$ cat config.mk
export PLATFORM = sky130hd
export DESIGN_NAME = can_tx_scheduler
export DESIGN_NICKNAME = d
export VERILOG_FILES = /design/src/rtl/can_tx_scheduler.sv
export SDC_FILE = /design/constraint.sdc
export NUM_CORES = 1
export LEC_CHECK = 0
export CORE_MARGIN = 2
export CORE_UTILIZATION = 60
export DETAILED_ROUTE_END_ITERATION = 12
export GPL_TIMING_DRIVEN = 0
export PLACE_DENSITY = 0.94
export SYNTH_ARGS = -nofsm -noshare
export SYNTH_HDL_FRONTEND = slang
export SYNTH_SLANG_ARGS = --single-unit
$ cat constraint.sdc
create_clock -name clock -period 12.05 [get_ports clock]
set_input_delay 1.8075 -clock clock [delete_from_list [all_inputs] [get_ports clock]]
set_output_delay 1.8075 -clock clock [all_outputs]
set_load 0.02 [all_outputs]
$ cat src/rtl/can_tx_scheduler.sv
// Transmit mailbox scheduler for a single CAN node: holds host-loaded frames,
// offers the lowest-ID pending frame and tracks it through arbitration, retry and completion.
module can_tx_scheduler #(
   parameter int NUM_MB    = 4,
   parameter int ID_SIZE   = 11,
   parameter int DATA_SIZE = 64,
   parameter int RETRY_W   = 4
) (
   input  logic                      clock,
   input  logic                      reset,
   input  logic                      wr_en,
   input  logic [$clog2(NUM_MB)-1:0] wr_idx,
   input  logic [ID_SIZE-1:0]        wr_id,
   input  logic [DATA_SIZE-1:0]      wr_data,
   input  logic [NUM_MB-1:0]         abort,
   input  logic                      node_data_in_req,
   input  logic                      node_retransmit,
   input  logic                      node_tx_done,
   input  logic                      node_arb_lost,
   input  logic                      node_bus_off,
   output logic [DATA_SIZE-1:0]      tx_packet,
   output logic [ID_SIZE-1:0]        tx_id,
   output logic [NUM_MB-1:0]         pending,
   output logic [NUM_MB-1:0]         in_flight,
   output logic [NUM_MB-1:0]         done_pulse,
   output logic [NUM_MB-1:0]         fail_pulse,
   output logic                      wr_err,
   output logic [RETRY_W-1:0]        retry_cnt
);

   localparam int IDX_W = $clog2(NUM_MB);

   typedef enum logic [2:0] {IDLE, SELECT, OFFER, IN_FLIGHT, BUS_OFF} state_t;

   state_t               state;
   logic [ID_SIZE-1:0]   mb_id   [NUM_MB];
   logic [DATA_SIZE-1:0] mb_data [NUM_MB];
   logic [IDX_W-1:0]     sel_idx;
   logic                 retx_d;

   logic [NUM_MB-1:0]    abort_hit;
   logic [NUM_MB-1:0]    eligible;
   logic [NUM_MB-1:0]    pending_base;
   logic                 best_found;
   logic [IDX_W-1:0]     best_idx;
   logic [ID_SIZE-1:0]   best_id;
   logic                 handoff;
   logic                 wr_ok;
   logic                 sel_written;
   logic                 best_written;

   // The offered mailbox counts as in flight on the handoff edge, so a write racing
   // the node's latch is refused rather than silently replacing the frame on the bus.
   always_comb begin
      abort_hit = abort & pending & ~in_flight;
      eligible  = pending & ~abort_hit;
      best_found = 1'b0;
      best_idx   = '0;
      best_id    = '0;
      for (int k = 0; k < NUM_MB; k++) begin
         if (eligible[k] && (!best_found || mb_id[k] < best_id)) begin
            best_found = 1'b1;
            best_idx   = IDX_W'(k);
            best_id    = mb_id[k];
         end
      end
      handoff = (state == OFFER) && node_data_in_req && !abort_hit[sel_idx];
      wr_ok = wr_en && (wr_data != '0) && (int'(wr_idx) < NUM_MB) && !in_flight[wr_idx]
              && !abort[wr_idx] && !(handoff && (wr_idx == sel_idx))
              && !node_bus_off && (state != BUS_OFF);
      sel_written  = wr_ok && (wr_idx == sel_idx);
      best_written = wr_ok && (wr_idx == best_idx);
      pending_base = (pending & ~abort_hit) | (wr_ok ? (NUM_MB'(1) << wr_idx) : '0);
   end

   always_ff @(posedge clock) begin
      if (reset) begin
         state      <= IDLE;
         sel_idx    <= '0;
         retx_d     <= 1'b0;
         tx_packet  <= '0;
         tx_id      <= '0;
         pending    <= '0;
         in_flight  <= '0;
         done_pulse <= '0;
         fail_pulse <= '0;
         wr_err     <= 1'b0;
         retry_cnt  <= '0;
         for (int k = 0; k < NUM_MB; k++) begin
            mb_id[k]   <= '0;
            mb_data[k] <= '0;
         end
      end else begin
         done_pulse <= '0;
         fail_pulse <= '0;
         wr_err     <= wr_en && !wr_ok;
         retx_d     <= node_retransmit;
         if (node_bus_off || state == BUS_OFF) begin
            if (state != BUS_OFF) fail_pulse <= pending;
            pending   <= '0;
            in_flight <= '0;
            tx_packet <= '0;
            tx_id     <= '0;
            state     <= BUS_OFF;
         end else begin
            if (wr_ok) begin
               mb_id[wr_idx]   <= wr_id;
               mb_data[wr_idx] <= wr_data;
            end
            fail_pulse <= abort_hit;
            pending    <= pending_base;
            case (state)
               IDLE: begin
                  tx_packet <= '0;
                  tx_id     <= '0;
                  if (|pending) state <= SELECT;
               end
               // A write landing on the winner this cycle would leave a stale offer, so pick again.
               SELECT: begin
                  if (!best_found) begin
                     state <= IDLE;
                  end else if (!best_written) begin
                     sel_idx   <= best_idx;
                     tx_packet <= mb_data[best_idx];
                     tx_id     <= mb_id[best_idx];
                     state     <= OFFER;
                  end
               end
               OFFER: begin
                  if (handoff) begin
                     in_flight <= NUM_MB'(1) << sel_idx;
                     retry_cnt <= '0;
                     state     <= IN_FLIGHT;
                  end else if (!best_found || best_idx != sel_idx || sel_written) begin
                     tx_packet <= '0;
                     tx_id     <= '0;
                     state     <= SELECT;
                  end
               end
               IN_FLIGHT: begin
                  if (node_tx_done) begin
                     done_pulse <= NUM_MB'(1) << sel_idx;
                     pending    <= pending_base & ~(NUM_MB'(1) << sel_idx);
                     in_flight  <= '0;
                     tx_packet  <= '0;
                     tx_id      <= '0;
                     state      <= IDLE;
                  end else if (node_arb_lost) begin
                     in_flight <= '0;
                     tx_packet <= '0;
                     tx_id     <= '0;
                     state     <= SELECT;
                  end else if (node_retransmit && !retx_d && retry_cnt != '1) begin
                     retry_cnt <= retry_cnt + RETRY_W'(1);
                  end
               end
               default: state <= IDLE;
            endcase
         end
      end
   end

endmodule
==> out/metrics.cfg <==
[outcome]
status=finished clean

[synthesis]
yosys.area_share.simple_pct=15.3
avgSynthCellArea_sq_um=11.7
synth-adder-area-share_pct=2.14
synth_edf_count=300
syn-num-nets=1668
syn_inst=1548
synth-xor-area-share_pct=0.290
synth_top_family_by_area=compound AO/OA/AOI/OAI gates
synth_compound_area_share_pct=17.4
synthesis.area_sq_um=18100
synthDominantCellAreaShare_pct=49.8
synthMuxAreaShare_pct=0.0553
yosys-top-cells-area=edfxtp_1 (50%), dfxtp_1 (11%), o221ai_1 (6.2%)
ys_seq_area_share_pct=61.1
synthFlopType=edfxtp_1
yosys_warnings=0
synth_top_cell_by_area=edfxtp_1
synth_seq_cells=402
synthDistinctLibCells=56
async_flop_share_pct=0

[worst_setup_path]
path_class=in -> reg
cp_top_family=buffers and inverters
worst_path_max_delay_cell=nor2_1
cp-start-kind=input pin
cp-end-kind=register
cp.required_ps=12480
path_max_fanout=10
worstPathArrival_ps=11300
cpMostUsedCell=clkbuf_1
slowest_delay_ps=880
critPathBufInv=8

[clock_network]
path_clk_slew_ps=60
cts_tree=done
cts_setup_buffers=0
cts-buffers-inserted=40
postCtsHoldBufs=0
cts_sinks=402
htreeDepth=2
clockBufferDepth=3
post_cts_resized=0
cts-root-buf=clkbuf_16
insertion_delay_ps=550

[route]
drt_iter0_drc=2778
wl_per_cell_um=26.6
first_pass_iters=7
routed_wl_um=58500
route.detailed.drc=0
routed_via_density=7.12
ant_nets=0
vias=15600

[power]
power.density_nw_per_um2=138
vdd.ir_drop.worst_v=0.000100
leakage_nw=7.70
total_power_mw=3.01

[floorplan]
ios=185
fp-row-count=63
start_util_pct=61.0
dieArea_sq_um=31600
die_w_um=178
die_height_um=178
core_sq_um=29600

[sta]
maxSlewViolCount=0
max_freq_mhz=92.0
fin_crit_ps=10870
slew_headroom_pct=2.48
hold_viol=0
timing.setup.tns_ps=0
setup_viol=0
final.setup_skew_ps=22.6
holdWs_ps=465
timing.final.crit_share_pct=90.2
tightestPinTransition_ps=1450
setup_ws_ps=1180
rsz0062_at_grt=no

[layout]
final_area_sq_um=21800
fin_nets=1897
area_delta_synth_final_pct=20.5
drive_gt1_share_pct=4.70

[grt]
grt_overflow_total=0
grt_pass1_wl_um=87000
grt_usage_pct=36.5
antenna_found_initial=1
grt_max_degree=60
first_global_vias=15400

[flow_run]
maxCapViolCount=0

[min_path]
hp-class=reg -> reg

[place]
dpl_cell_area_sq_um=20600
place_hpwl_um=38300
portBuffers=183
pre_cts_ws_ps=1020
gp_congestion=0.938

## final cells by class
| cell class | instances | area, sq um |
|---|---|---|
| flip-flops and latches | 402 | 11100 |
| fillers | 1826 | 7840 |
| multi-input cells | 970 | 6400 |
| repair buffers | 187 | 1940 |
| clock buffers | 59 | 1130 |
| plain buffers | 141 | 551 |
| well taps | 390 | 488 |
| inverters | 35 | 131 |
| clock inverters | 13 | 104 |
| diodes | 1 | 2.50 |
## cells in the final DEF, fill, tap and decap left out, drive strengths merged, types with 6 or more instances in the layout
| cell | n |
|---|---|
| edfxtp | 300 |
| a2111oi | 9 |
| o221ai | 128 |
| a311oi | 66 |
| a31oi | 72 |
| nand2 | 83 |
| ha | 31 |
| clkbuf | 181 |
| a21oi | 45 |
| buf | 23 |
| dfxtp | 102 |
| a211oi | 6 |
| inv | 36 |
| and3 | 56 |
| clkdlybuf4s50 | 183 |
| o31ai | 9 |
| nor2b | 6 |
| o211ai | 9 |
| nor3 | 9 |
| nand4 | 20 |
| clkinv | 11 |
| nor2 | 106 |
| o21ai | 28 |
| nor4 | 30 |
| nand2b | 15 |
| nand3 | 13 |
| o32ai | 9 |
| and2 | 170 |
## tightest hold or removal path: cells and delay by family (launching register included)
family / cells / cell delay, ps
DFF: 1 / 310
AOI/OAI and AO/OA: 2 / 110
## synth_stat cells, types with 2 or more instances
master / n
o31ai_1: 9
xor2_1: 3
o211ai_1: 9
nand4_1: 20
o31a_1: 3
o21a_1: 4
and3_1: 56
nor2_1: 106
clkbuf_1: 122
nor4_1: 30
a31oi_1: 72
nor3b_1: 2
nand3_1: 12
dfxtp_1: 102
o221ai_1: 128
buf_4: 2
buf_2: 11
a2111oi_0: 8
a211oi_1: 5
nor3_1: 8
nand2b_1: 15
buf_1: 6
inv_1: 35
and2_1: 170
or3_1: 3
xnor2_1: 3
a311oi_1: 66
o211a_1: 2
ha_1: 31
a41oi_1: 2
a21o_1: 5
a21oi_1: 44
o32ai_1: 9
o21ai_0: 27
o22ai_1: 4
or2_2: 3
edfxtp_1: 300
nand2_1: 83
a2bb2oi_1: 3
nor2b_1: 6
a211o_1: 4
## cell families (layout without fill, tap and decap cells)
family,Yosys count,after routing
simple gates,519,519
compound gates,413,413
flops,402,402
buf+inv,176,435
fa+ha+maj,31,31
xor+xnor,6,6
mux,1,1
other cells,0,1
## metrics by stage
stage	utilization, %	std cells
after floorplan	-	1548
final	73.5	2198
after global routing	73.5	2197
after detailed placement	69.4	2125
after CTS	73.5	2197
after global placement	68.9	2121
## sequential cells by signal, indices dropped and copies added (netlist names)
signal / flops
mb_data: 256
tx_packet: 64
mb_id: 44
tx_id: 11
done_pulse: 4
fail_pulse: 4
in_flight: 4
pending: 4
retry_cnt: 4
state: 3
sel_idx: 2
retx_d: 1
wr_err: 1
## path summary, 6_finish.rpt
kind | startpoint | endpoint | slack [ps] | cells past startpoint
max | abort[0] | tx_packet[31] | 1180 | 36
min | tx_id[2] | tx_id[2] | 460 | 2
max reg2reg | in_flight[0] | tx_packet[31] | 2460 | 35
min reg2reg | tx_id[2] | tx_id[2] | 460 | 2
## report_power, final
group | total, mW | internal [mW] | leakage [nW] | switching (mW)
sequential | 1.57 | 1.54 | 3.91 | 0.0277
clock | 1.20 | 0.676 | 0.608 | 0.526
combinational | 0.239 | 0.0829 | 3.18 | 0.156
## metal layers
| layer | GRT usage (%) | vias to the layer above | part of all wire, % |
|---|---|---|---|
| met4 | 19.0 | 0 | 5.9 |
| met2 | 57.7 | 1525 | 46 |
| met5 | 0 | - | 0 |
| met1 | 46.5 | 7293 | 34 |
| met3 | 9.51 | 346 | 14 |
| li1 | - | 6481 | - |
(Power assumes the default switching activity.)
